[src/rtl/bnn_pkg.sv]
// Shared types and sizing helpers for the binary XNOR-popcount PE array.
package bnn_pkg;

  // Frame controller states.
  typedef enum logic [2:0] {
    IDLE    = 3'd0,
    LOAD_W  = 3'd1,
    LOAD_A  = 3'd2,
    COMPUTE = 3'd3,
    OUT     = 3'd4
  } state_t;

  // Row-sum width: enough bits to hold COLS*VEC_W matches without overflow.
  function automatic int psum_width(input int cols, input int vec_w);
    return $clog2(cols * vec_w + 1);
  endfunction

  // Default binarisation threshold: half of the maximum possible row sum, rounded up.
  function automatic int default_thresh(input int cols, input int vec_w);
    return (cols * vec_w + 1) / 2;
  endfunction

endpackage

[src/rtl/bnn_pe_row.sv]
// One row of PEs: XNOR of COLS weight/activation words, popcount summed
// across the whole row. Purely combinational.
module bnn_pe_row #(
  parameter int COLS   = 3,
  parameter int VEC_W  = 27,
  parameter int PSUM_W = 7
) (
  input  logic [COLS*VEC_W-1:0] w,
  input  logic [COLS*VEC_W-1:0] a,
  output logic [PSUM_W-1:0]     psum
);

  logic [COLS*VEC_W-1:0] match;

  assign match = ~(w ^ a);

  // Count matching bit positions across all columns of the row.
  always_comb begin
    psum = '0;
    for (int i = 0; i < COLS * VEC_W; i++) begin
      psum = psum + PSUM_W'(match[i]);
    end
  end

endmodule

[src/rtl/bnn_pe_array_ctrl.sv]
// Weight-stationary ROWS x COLS binary PE array with frame controller.
// Input handshake: a beat on data_in transfers on a rising edge where
// in_valid && in_ready; in_valid may drop at any time between beats and the
// beat counters simply stall. Output handshake: psum_out/sign_out are held
// with out_valid high until a rising edge with out_ready; the results stay
// on the outputs afterwards until the next COMPUTE phase overwrites them.
module bnn_pe_array_ctrl
  import bnn_pkg::*;
#(
  parameter int ROWS   = 3,
  parameter int COLS   = 3,
  parameter int VEC_W  = 27,
  parameter int PSUM_W = psum_width(COLS, VEC_W),
  parameter int THRESH = default_thresh(COLS, VEC_W)
) (
  input  logic                   clk_in,
  input  logic                   rst_in,
  input  logic                   in_valid,
  output logic                   in_ready,
  input  logic [VEC_W-1:0]       data_in,
  input  logic                   reload_in,
  output logic                   out_valid,
  input  logic                   out_ready,
  output logic [ROWS*PSUM_W-1:0] psum_out,
  output logic [ROWS-1:0]        sign_out,
  output state_t                 fsm_state
);

  localparam int NW = ROWS * COLS;
  localparam int CW = (NW > 1) ? $clog2(NW) : 1;
  localparam int RW = (ROWS > 1) ? $clog2(ROWS) : 1;

  state_t state, state_next;

  logic [CW-1:0]          beat_cnt;
  logic [RW-1:0]          row_cnt;
  logic                   weights_loaded;
  logic [NW*VEC_W-1:0]    w_q;
  logic [COLS*VEC_W-1:0]  a_q;
  logic [ROWS*PSUM_W-1:0] psum_q;
  logic [ROWS-1:0]        sign_q;
  logic [PSUM_W-1:0]      row_sum [ROWS];

  logic accept, reload_eff;
  logic w_we, a_we, psum_we, set_loaded;
  logic beat_inc, beat_clr, row_inc, row_clr;

  assign reload_eff = reload_in || !weights_loaded;
  assign accept     = in_valid && in_ready;

  // Per-row XNOR-popcount units over the resident weights and activations.
  for (genvar r = 0; r < ROWS; r++) begin : g_row
    bnn_pe_row #(
      .COLS  (COLS),
      .VEC_W (VEC_W),
      .PSUM_W(PSUM_W)
    ) u_row (
      .w   (w_q[r*COLS*VEC_W +: COLS*VEC_W]),
      .a   (a_q),
      .psum(row_sum[r])
    );
  end

  // State register.
  always_ff @(posedge clk_in or negedge rst_in) begin
    if (!rst_in) state <= IDLE;
    else         state <= state_next;
  end

  // Next-state decode and datapath strobes.
  always_comb begin
    state_next = state;
    in_ready   = 1'b0;
    out_valid  = 1'b0;
    w_we       = 1'b0;
    a_we       = 1'b0;
    psum_we    = 1'b0;
    set_loaded = 1'b0;
    beat_inc   = 1'b0;
    beat_clr   = 1'b0;
    row_inc    = 1'b0;
    row_clr    = 1'b0;
    case (state)
      IDLE: begin
        in_ready = 1'b1;
        if (accept) begin
          if (reload_eff) begin
            w_we = 1'b1;
            if (NW == 1) begin
              set_loaded = 1'b1;
              beat_clr   = 1'b1;
              state_next = LOAD_A;
            end else begin
              beat_inc   = 1'b1;
              state_next = LOAD_W;
            end
          end else begin
            a_we = 1'b1;
            if (COLS == 1) begin
              beat_clr   = 1'b1;
              state_next = COMPUTE;
            end else begin
              beat_inc   = 1'b1;
              state_next = LOAD_A;
            end
          end
        end
      end
      LOAD_W: begin
        in_ready = 1'b1;
        if (accept) begin
          w_we = 1'b1;
          if (beat_cnt == CW'(NW - 1)) begin
            set_loaded = 1'b1;
            beat_clr   = 1'b1;
            state_next = LOAD_A;
          end else begin
            beat_inc = 1'b1;
          end
        end
      end
      LOAD_A: begin
        in_ready = 1'b1;
        if (accept) begin
          a_we = 1'b1;
          if (beat_cnt == CW'(COLS - 1)) begin
            beat_clr   = 1'b1;
            state_next = COMPUTE;
          end else begin
            beat_inc = 1'b1;
          end
        end
      end
      COMPUTE: begin
        psum_we = 1'b1;
        if (row_cnt == RW'(ROWS - 1)) begin
          row_clr    = 1'b1;
          state_next = OUT;
        end else begin
          row_inc = 1'b1;
        end
      end
      OUT: begin
        out_valid = 1'b1;
        if (out_ready) state_next = IDLE;
      end
      default: state_next = IDLE;
    endcase
  end

  // Counters, weight/activation storage and result registers.
  always_ff @(posedge clk_in or negedge rst_in) begin
    if (!rst_in) begin
      beat_cnt       <= '0;
      row_cnt        <= '0;
      weights_loaded <= 1'b0;
      w_q            <= '0;
      a_q            <= '0;
      psum_q         <= '0;
      sign_q         <= '0;
    end else begin
      if (beat_clr)      beat_cnt <= '0;
      else if (beat_inc) beat_cnt <= beat_cnt + CW'(1);
      if (row_clr)       row_cnt <= '0;
      else if (row_inc)  row_cnt <= row_cnt + RW'(1);
      if (set_loaded)    weights_loaded <= 1'b1;
      for (int k = 0; k < NW; k++) begin
        if (w_we && beat_cnt == CW'(k)) w_q[k*VEC_W +: VEC_W] <= data_in;
      end
      for (int c = 0; c < COLS; c++) begin
        if (a_we && beat_cnt == CW'(c)) a_q[c*VEC_W +: VEC_W] <= data_in;
      end
      for (int r = 0; r < ROWS; r++) begin
        if (psum_we && row_cnt == RW'(r)) begin
          psum_q[r*PSUM_W +: PSUM_W] <= row_sum[r];
          sign_q[r]                  <= (row_sum[r] >= PSUM_W'(THRESH));
        end
      end
    end
  end

  assign psum_out  = psum_q;
  assign sign_out  = sign_q;
  assign fsm_state = state;

endmodule

[config.mk]
export PLATFORM = sky130hd
export DESIGN_NAME = bnn_pe_array_ctrl
export DESIGN_NICKNAME = d
export VERILOG_FILES = /design/src/rtl/bnn_pkg.sv /design/src/rtl/bnn_pe_row.sv /design/src/rtl/bnn_pe_array_ctrl.sv
export SDC_FILE = /design/constraint.sdc
export NUM_CORES = 1
export LEC_CHECK = 0
export BUFFER_PORTS_ARGS = -buffer_cell sky130_fd_sc_hd__buf_2
export CAP_MARGIN = 20
export CELL_PAD_IN_SITES_DETAIL_PLACEMENT = 0
export CELL_PAD_IN_SITES_GLOBAL_PLACEMENT = 1
export CORE_MARGIN = 2
export CORE_UTILIZATION = 50
export CTS_CLUSTER_DIAMETER = 80
export CTS_CLUSTER_SIZE = 25
export DETAILED_ROUTE_END_ITERATION = 16
export MAX_ROUTING_LAYER = met4
export PLACE_DENSITY_LB_ADDON = 0.1
export SETUP_SLACK_MARGIN = 0.3
export SYNTH_ARGS = -nofsm -noshare
export SYNTH_HDL_FRONTEND = slang
export SYNTH_SLANG_ARGS = --single-unit
[constraint.sdc]
create_clock -name clk_in -period 7.8 [get_ports clk_in]
set_input_delay 0.78 -clock clk_in [delete_from_list [all_inputs] [get_ports clk_in]]
set_output_delay 0.78 -clock clk_in [all_outputs]
set_load 0.02 [all_outputs]
==> impl_metrics.json <==
{
  "status": "finished, final reports clean",
  "grt_use_total_pct": 24.6,
  "synth_most_common_cell": "dfrtp_1",
  "yosys_warnings": 0,
  "hold_class": "in2async",
  "routed_wl_um": 51200,
  "area_growth_pct": 8.60,
  "die-area_um2": 45400,
  "wl_per_cell_um": 22.4,
  "grt_pass1_wl_um": 79000,
  "fin_crit_ps": 6980,
  "synth-seq-cells": 358,
  "postCtsHoldBufs": 0,
  "clockBufferDepth": 3,
  "layout-drive-gt1-share_pct": 27.4,
  "path_max_fanout": 4,
  "dr.pass1.iters": 4,
  "worst-setup-path-type": "reg2reg",
  "netlist_top_cells_count": "dfrtp_1 (358), mux2_2 (329), inv_1 (222)",
  "synth_area_leaders": "dfrtp_1 (41%), fa_1 (19%), mux2_2 (17%)",
  "ant_nets": 0,
  "final_hold_viol_count": 0,
  "fmax_mhz": 143,
  "setup_tns_ps": 0,
  "grt-ovfl-total": 0,
  "cts_inserted_buffers": 26,
  "final_core_util_pct": 55.1,
  "htreeDepth": 1,
  "gp_congestion": 0.877,
  "cts_resized": 0,
  "synthCells": 1645,
  "clock_latency_ps": 580,
  "cp.required_ps": 8310,
  "start_util_pct": 50.7,
  "grt_max_degree": 165,
  "worstSetupEndpointType": "flop",
  "dp_hpwl_um": 37800,
  "rsz0062_at_grt": "no",
  "clock_sinks": 358,
  "grt_pass1_vias": 12700,
  "synth_flop_cell": "dfrtp_1",
  "die_h_um": 213,
  "num_vias": 11800,
  "drc": 0,
  "async_reset_ff_share_pct": 100,
  "start_kind": "flop",
  "io_buffers": 60,
  "clock_skew_ps": 16.4,
  "finalSetupViolations": 0,
  "viasPerCell": 5.15,
  "report.final.slew_viol_count": 0,
  "fp.dieW_um": 213,
  "fp.coreArea_um2": 43100,
  "arrival_ps": 7490,
  "cts_tree": "built",
  "ys_types": 56,
  "grt_antenna_before_repair": 3,
  "drt-initial-drc-count": 665,
  "finalCritPeriodShare_pct": 89.4,
  "ys_seq_area_share_pct": 41.0,
  "slew_headroom_pct": 28.3,
  "postCtsSetupBuffers": 0,
  "fin_nets": 1981,
  "worst_pin_slew_ps": 1070,
  "maxCapViolations": 0,
  "row_count": 76,
  "cts_root_buf": "clkbuf_16",
  "ioPinCount": 61,
  "synth_edf_count": 0,
  "synth_nets": 1942,
  "netlist_area_um2": 21900,
  "synth_largest_area_cell": "dfrtp_1",
  "clk_pin_slew_ps": 90,
  "yosys.area.top_type_share_pct": 41.0,
  "postSynthAreaPerCell_um2": 13.3
}
-- layer usage --
layer  share of wire, %  GRT usage, %  routed length [µm]  vias up
met5                  0             -                   0        -
met4                2.7          6.12                1410        0
met3                3.5          3.62                1790       60
met2                 47          39.1               24300      149
met1                 46          33.6               23700     6221
li1                   -             -                   -     5358
-- registers in the layout (all words and copies together) (netlist names) --
| register | cells |
|---|---|
| weights_loaded | 1 |
| a_q | 81 |
| beat_cnt | 4 |
| row_cnt | 2 |
| w_q | 243 |
| sign_out | 3 |
| fsm_state | 3 |
| psum_out | 21 |
-- cell type report --
| type | count | area, µm² |
|---|---|---|
| inverters | 222 | 833 |
| repair buffers | 69 | 390 |
| well taps | 585 | 732 |
| clock inverters | 17 | 246 |
| flip-flops and latches | 358 | 8960 |
| diodes | 2 | 5.00 |
| clock buffers | 30 | 717 |
| fillers | 3634 | 19300 |
| multi-input cells | 1007 | 11900 |
-- layout by cell type, fill, tap and decap left out, types with 3 or more instances in the layout --
cell type  Yosys  routed
a211o_1        5       5
a211oi_1       3       3
a21o_1         5       5
a21oi_1       13      13
buf_2         13      59
buf_4          2       8
clkbuf_16      0      27
clkbuf_8       0       3
clkinv_8       0       4
dfrtp_1      358     358
fa_1         210     210
ha_1          55      55
inv_1        222     222
inv_6          0       3
mux2_2       329     329
nand2_1       26      26
nand2_2        4       4
nand2b_1       4       4
nand3_2        0       5
nand3b_1       4       4
nor2_1        18      18
nor2b_1        5       5
nor3_1         3       3
nor3b_1        6       6
o21a_1         4       4
o21ai_0       14      14
o31ai_1        3       3
xnor2_1      109     109
xor2_1       142     142
-- worst max-delay path, cell delays in order, from the launching register on --
cell and delay, ps:
dfrtp_1 440, xnor2_1 150, ha_1 280, inv_1 50, fa_1 590, fa_1 570
inv_1 60, fa_1 500, fa_1 520, fa_1 450, fa_1 490, fa_1 540
inv_1 50, fa_1 520, inv_1 60, ha_1 290, a211o_1 290, and3_1 210
o311ai_0 430, a21boi_0 260, o22a_1 150
-- metrics by stage --
step,cells,hold slack (ps),setup slack [ps],instance area (µm²)
5_1_grt,2290,384,385,23700
4_1_cts,2288,336,778,23700
2_1_floorplan,1645,448,1180,21900
3_3_place_gp,2241,454,873,22800
6_report,2290,315,825,23700
3_5_place_dp,2241,458,797,22800
-- kinds of logic after synthesis --
kind of cell / Yosys count / share of synthesized area, %
flops: 358 / 41.0
mux: 331 / 17.0
buf+inv: 280 / 4.92
fa+ha+maj: 265 / 22.4
xor+xnor: 251 / 10.1
simple gates: 94 / 2.52
compound gates: 66 / 2.09
-- path summary, 6_finish.rpt --
| path | slack, ps | to | startpoint | depth (start not counted) |
|---|---|---|---|---|
| min in group clk_in | 390 | fsm_state[2] | out_ready | 2 |
| max | 820 | sign_out[0] | a_q[0] | 20 |
| max in group asynchronous | 5900 | w_q[179] | rst_in | 2 |
| min | 320 | w_q[32] | rst_in | 1 |
| min reg2reg | 470 | psum_out[18] | psum_out[18] | 2 |
| max reg2reg | 820 | sign_out[0] | a_q[0] | 20 |
Power is left out: the tool's default activity adds up to more than one toggle a clock period on the data nets, which glitch-free logic cannot reach.
